## config.mk

```make
export PLATFORM = sky130hd
export DESIGN_NAME = seg7_scan
export DESIGN_NICKNAME = d
export VERILOG_FILES = /design/src/rtl/seg7_pkg.sv /design/src/rtl/hex_to_seg7.sv /design/src/rtl/seg7_scan.sv
export SDC_FILE = /design/constraint.sdc
export NUM_CORES = 1
export LEC_CHECK = 0
export ABC_AREA = 1
export ABC_CLOCK_PERIOD_IN_PS = 1400
export BUFFER_PORTS_ARGS = -buffer_cell sky130_fd_sc_hd__buf_2
export CORE_MARGIN = 2
export CORE_UTILIZATION = 51
export CTS_CLUSTER_DIAMETER = 120
export CTS_CLUSTER_SIZE = 12
export DETAILED_ROUTE_END_ITERATION = 12
export HOLD_SLACK_MARGIN = 0.1
export PLACE_DENSITY = 0.85
export SYNTH_ARGS = -nofsm -noshare
export SYNTH_HDL_FRONTEND = slang
export SYNTH_SLANG_ARGS = --single-unit
export TNS_END_PERCENT = 50
```

## constraint.sdc

```tcl
create_clock -name clock -period 1.4 [get_ports clock]
set_clock_uncertainty 0.05 [all_clocks]
set_input_delay 0.28 -clock clock [delete_from_list [all_inputs] [get_ports clock]]
set_output_delay 0.28 -clock clock [all_outputs]
set_load 0.01 [all_outputs]
```

## src/rtl/seg7_pkg.sv

```systemverilog
// Shared definitions for the seven-segment scanner: segment patterns,
// the blank pattern, the digit-index type and a digit-enable helper.
// Patterns are active-low, ordered {g,f,e,d,c,b,a}.
package seg7_pkg;

  typedef logic [1:0] digit_idx_t;

  localparam logic [6:0] SEG_BLANK = 7'b1111111;

  localparam logic [6:0] SEG_HEX_0 = 7'b1000000;
  localparam logic [6:0] SEG_HEX_1 = 7'b1111001;
  localparam logic [6:0] SEG_HEX_2 = 7'b0100100;
  localparam logic [6:0] SEG_HEX_3 = 7'b0110000;
  localparam logic [6:0] SEG_HEX_4 = 7'b0011001;
  localparam logic [6:0] SEG_HEX_5 = 7'b0010010;
  localparam logic [6:0] SEG_HEX_6 = 7'b0000010;
  localparam logic [6:0] SEG_HEX_7 = 7'b1111000;
  localparam logic [6:0] SEG_HEX_8 = 7'b0000000;
  localparam logic [6:0] SEG_HEX_9 = 7'b0010000;
  localparam logic [6:0] SEG_HEX_A = 7'b0001000;
  localparam logic [6:0] SEG_HEX_B = 7'b0000011;
  localparam logic [6:0] SEG_HEX_C = 7'b1000110;
  localparam logic [6:0] SEG_HEX_D = 7'b0100001;
  localparam logic [6:0] SEG_HEX_E = 7'b0000110;
  localparam logic [6:0] SEG_HEX_F = 7'b0001110;

  // Active-low one-hot digit enable for a given index.
  function automatic logic [3:0] digit_an(digit_idx_t idx);
    return ~(4'b0001 << idx);
  endfunction

endpackage

```

## src/rtl/hex_to_seg7.sv

```systemverilog
// Combinational hex nibble to seven-segment pattern decoder.
// Ports: nib_i (4-bit hex digit), seg_o (active-low {g,f,e,d,c,b,a}).
// No state, no latency.
module hex_to_seg7
  import seg7_pkg::*;
(
  input  logic [3:0] nib_i,
  output logic [6:0] seg_o
);

  always_comb begin
    seg_o = SEG_BLANK;
    case (nib_i)
      4'h0: seg_o = SEG_HEX_0;
      4'h1: seg_o = SEG_HEX_1;
      4'h2: seg_o = SEG_HEX_2;
      4'h3: seg_o = SEG_HEX_3;
      4'h4: seg_o = SEG_HEX_4;
      4'h5: seg_o = SEG_HEX_5;
      4'h6: seg_o = SEG_HEX_6;
      4'h7: seg_o = SEG_HEX_7;
      4'h8: seg_o = SEG_HEX_8;
      4'h9: seg_o = SEG_HEX_9;
      4'hA: seg_o = SEG_HEX_A;
      4'hB: seg_o = SEG_HEX_B;
      4'hC: seg_o = SEG_HEX_C;
      4'hD: seg_o = SEG_HEX_D;
      4'hE: seg_o = SEG_HEX_E;
      4'hF: seg_o = SEG_HEX_F;
      default: seg_o = SEG_BLANK;
    endcase
  end

endmodule

```

## src/rtl/seg7_scan.sv

```systemverilog
// Four-digit multiplexed seven-segment scanner. Each digit slot lasts
// REFRESH_DIV clocks; an/seg are registered one cycle behind the digit
// index and display register. Synchronous active-high reset.
// Ports: clock, reset, value[15:0] + load (display capture), an[3:0]
// (active-low one-hot digit enable), seg[6:0] (active-low {g,f,e,d,c,b,a}).
// Optional macro SEG7_BLANK_EN: blank leading zero digits 3..1.
module seg7_scan
  import seg7_pkg::*;
#(
  parameter int REFRESH_DIV = 50000
) (
  input  logic        clock,
  input  logic        reset,
  input  logic [15:0] value,
  input  logic        load,
  output logic [3:0]  an,
  output logic [6:0]  seg
);

  localparam int CW = $clog2(REFRESH_DIV);
  localparam logic [CW-1:0] TICK_MAX = CW'(REFRESH_DIV - 1);

  logic [CW-1:0] tick_q, tick_d;
  digit_idx_t    idx_q, idx_d;
  logic [15:0]   disp_q, disp_d;
  logic [3:0]    an_q, an_d;
  logic [6:0]    seg_q, seg_d;

  logic [3:0]    cur_nib;
  logic [6:0]    dec_seg;
  logic          blank;

  // Outputs are built from the pre-edge index and register, so a load
  // landing on a slot change only reaches seg one cycle later.
  assign cur_nib = disp_q[{idx_q, 2'b00} +: 4];

  hex_to_seg7 u_dec (
    .nib_i (cur_nib),
    .seg_o (dec_seg)
  );

`ifdef SEG7_BLANK_EN
  // A digit is a leading zero when it and every higher nibble are zero.
  // Digit 0 always shows, so a zero value still displays "0".
  always_comb begin
    blank = 1'b0;
    case (idx_q)
      2'd3:    blank = (disp_q[15:12] == 4'h0);
      2'd2:    blank = (disp_q[15:8]  == 8'h00);
      2'd1:    blank = (disp_q[15:4]  == 12'h000);
      default: blank = 1'b0;
    endcase
  end
`else
  assign blank = 1'b0;
`endif

  always_comb begin
    tick_d = (tick_q == TICK_MAX) ? '0 : tick_q + 1'b1;
    idx_d  = (tick_q == TICK_MAX) ? idx_q + 2'd1 : idx_q;
    disp_d = load ? value : disp_q;
    an_d   = digit_an(idx_q);
    seg_d  = blank ? SEG_BLANK : dec_seg;
  end

  always_ff @(posedge clock) begin
    if (reset) begin
      tick_q <= '0;
      idx_q  <= '0;
      disp_q <= 16'h0000;
      an_q   <= 4'b1111;
      seg_q  <= SEG_BLANK;
    end else begin
      tick_q <= tick_d;
      idx_q  <= idx_d;
      disp_q <= disp_d;
      an_q   <= an_d;
      seg_q  <= seg_d;
    end
  end

  assign an  = an_q;
  assign seg = seg_q;

endmodule

```

==> results.md <==
- Setup_tns: -0.3540 ns
- Pwr dens: 877.5 nW/um^2
- Post-route standard cell area excluding fillers: 2870 um^2
- Distinct cells, synth: 24
- FFs w/ async S/R, synth: 0%
- Pre-CTS WS: -0.1007 ns
- Via count: 2,071
- Maximum number of pins on one net before global-route repair: 17
- Flip-flop and latch count after synthesis: 45
- Average vias per placed instance: 5.101
- Total number of H-tree levels: 2
- Final count of negative-setup-slack endpoints: 5
- Slowest cell on the critical path: sky130_fd_sc_hd__dfxtp_4
- Highest fanout seen on the critical path: 7
- Maximum vdd drop: 645.6 uV
- Skew-Pair Late Insertion Delay: a little over 0.3 ns
- Worst min-delay path category: primary input to flip-flop
- Final Max Tran Viols: 0
- Final global-route overflow total: 0
- Category of cells accounting for the largest share of critical-path delay: simple AND/OR/NAND/NOR gates
- GP Congestion: 0.8139
- Total GRT Usage: 22.72%
- Total Wirelength: 5.411 mm
- HPWL reported at the end of detailed placement: 3.328 mm
- Unrepaired setup endpoints after global routing: yes
- Category of the worst setup path capture point: flip-flop
- Clock buffer depth: 2
- Die X-Extent: 69.13 um
- Signal arrival time at the worst endpoint: 1.66 ns
- Wire length of the first global-routing pass: roughly 9 mm
- Number of I/O pins: 30
- Final Hold Vio Count: 0
- Cell count after synthesis: 295
- Final cell utilization of the core: 71.24%
- Failing checks: setup timing
- Sink Count: 45
- Placed instance area: approximately 2500 um^2
- Antenna violations before repair: 0
- Min Tclk post-route: 1.516 ns
- Die Area: ~4800 um^2
- Initial detailed-routing violation count: 169
- Critical path's largest stage delay: approximately 0.42 ns
- Highest achievable clock rate: 659.6 MHz
- Worst slew margin relative to its limit: 68.57%
- Vias in the first global route: 2,056
- Share of the yosys chip area belonging to registers: 41.64%
- Synthesized net count: 325
- Number of detailed-route iterations in the first pass: 4
- Leading cell types by total area after synthesis: sky130_fd_sc_hd__dfxtp_1, sky130_fd_sc_hd__nand2_1, sky130_fd_sc_hd__nor2_1
- Post-synthesis to final-layout area growth: 32.68%
- Worst Max-Slew Pin Slew: 0.4710 ns
- Antenna cells: 0
- Final period util: 108.3%
- Synth Cell Area: 2163 um^2
- Cell chain of the critical path: inv_6, nand2_2, nand3_2, nand2_4, inv_6, ha_4, inv_2, nor2_2, a21oi_2, nand2_1
- Most prevalent standard cell on the critical path: sky130_fd_sc_hd__inv_6
- MaxCap Viol Count: 0
- # DRC: 0
- Commonest non-fill, non-tap cell in the layout: sky130_fd_sc_hd__nand2_1
- Status: complete, but fails checks
- Worst Path Class, Setup: flip-flop to flip-flop
- CTS Buf Count: 5
- CTS Root Buffer Type: sky130_fd_sc_hd__clkbuf_8
- Quantity of I/O buffers inserted on ports: 29
- Category of the worst setup path launch point: flip-flop
- Share of the synthesized area in the top cell type: 41.64%
- Starting density of the core: 53.70%
- Core box area: 4029 um^2
- Smallest setup slack after layout: -0.1161 ns
- Post-layout net count: approximately 390
- Clock transition at the registers of the reported paths: 0.08 ns
- Most used DFF post-synth: sky130_fd_sc_hd__dfxtp_1
- Average wire length per cell after detail routing: 13.33 um
- Cell row count: 23
- Chip height: 69.13 um
- Yosys warnings: 0
- Reported leakage power: 0.001190 uW
- Hold-fix buffers at CTS: 0
- Cell type with the highest aggregate area in the netlist: sky130_fd_sc_hd__dfxtp_1
- Most frequent cells in the layout: sky130_fd_sc_hd__nand2_1, sky130_fd_sc_hd__nor2_1, sky130_fd_sc_hd__dfxtp_1
- Number of routed nets with antenna violations: 0
- CTS tree: yes
- Number of enable flip-flop cells after synthesis: 0
- Buffers plus inverters on the worst setup path: 3
- Share of final-layout standard cells stronger than drive strength 1: roughly 37%
- Syn Area/Cell: 7.333 um^2
- Required time worst endpoint: 1.55 ns
==> synthesized netlist by cell type (2+ instances only) <==
library cell,number
sky130_fd_sc_hd__nor2_1,53
sky130_fd_sc_hd__nand2_1,67
sky130_fd_sc_hd__nor2_4,2
sky130_fd_sc_hd__dfxtp_1,45
sky130_fd_sc_hd__inv_2,4
sky130_fd_sc_hd__xnor2_1,3
sky130_fd_sc_hd__a21oi_2,5
sky130_fd_sc_hd__nand2_2,4
sky130_fd_sc_hd__o21ai_0,18
sky130_fd_sc_hd__nand3_1,30
sky130_fd_sc_hd__nor2_2,7
sky130_fd_sc_hd__nand4_1,5
sky130_fd_sc_hd__nand3_2,2
sky130_fd_sc_hd__nand2_4,2
sky130_fd_sc_hd__ha_1,11
sky130_fd_sc_hd__a21oi_1,7
sky130_fd_sc_hd__clkbuf_1,4
sky130_fd_sc_hd__inv_1,20
==> worst min-delay path, stage by stage <==
cell                     delay, ns
sky130_fd_sc_hd__buf_2        0.07
sky130_fd_sc_hd__nor2_1       0.03
sky130_fd_sc_hd__nor2_1       0.08
==> registers in the layout (all words and copies together), names as in the netlist <==
| signal | count |
|---|---|
| disp_q | 16 |
| tick_q | 16 |
| seg | 7 |
| an | 4 |
| idx_q | 2 |
==> layer usage <==
metal	track usage, %	wire length (um)	vias up
met2	38.35	2676	47
met4	9.368	184	0
li1	-	-	1059
met5	0	0	-
met1	27.21	2331	947
met3	6.140	218	18
==> worst paths after layout <==
kind              start    endpoint  depth (start not counted)  slack (ns)
min reg2reg  tick_q[15]  tick_q[15]                          2        0.44
min            value[2]   disp_q[2]                          3        0.14
max reg2reg    idx_q[0]      seg[0]                         10       -0.12
max            idx_q[0]      seg[0]                         10       -0.12
==> logic make-up after synthesis <==
family	after synthesis	share of synthesized area (%)
fa+ha+maj	11	6.362
simple gates	174	35.97
flops	45	41.64
buf+inv	31	6.593
xor+xnor	4	1.620
compound gates	30	7.808
==> through the flow <==
step	total power, uW	hold slack (ns)	cells
6_report	2519	0.1421	406
2_1_floorplan	1574	0.2917	295
3_5_place_dp	1670	0.4365	391
3_3_place_gp	1660	0.4177	391
4_1_cts	2469	0.1354	402
5_1_grt	2644	0.1334	406
==> where the power goes <==
group | switching (uW) | internal, uW | leakage, uW | total [uW]
clock network | 437 | 346 | 0.0000450 | 783
logic | 210 | 155 | 0.000772 | 365
registers | 31.6 | 1340 | 0.000373 | 1370
==> final cells by class <==
type,instances,area (um^2)
Multi-Input combinational cell,219,1320
Fill cell,310,1159
Sequential cell,45,909.6
Timing Repair Buffer,59,386.6
Inverter,25,108.9
Clock buffer,6,72.57
Tap cell,50,62.56
Clock inverter,2,10.01
==> what timing repair did <==
action	in CTS	in global routing
buffers inserted	3	4
pin swaps	8	18
gates resized for setup	17	33
endpoints found under the setup margin	12	25
Note: power is estimated with default switching activity, not from simulation.
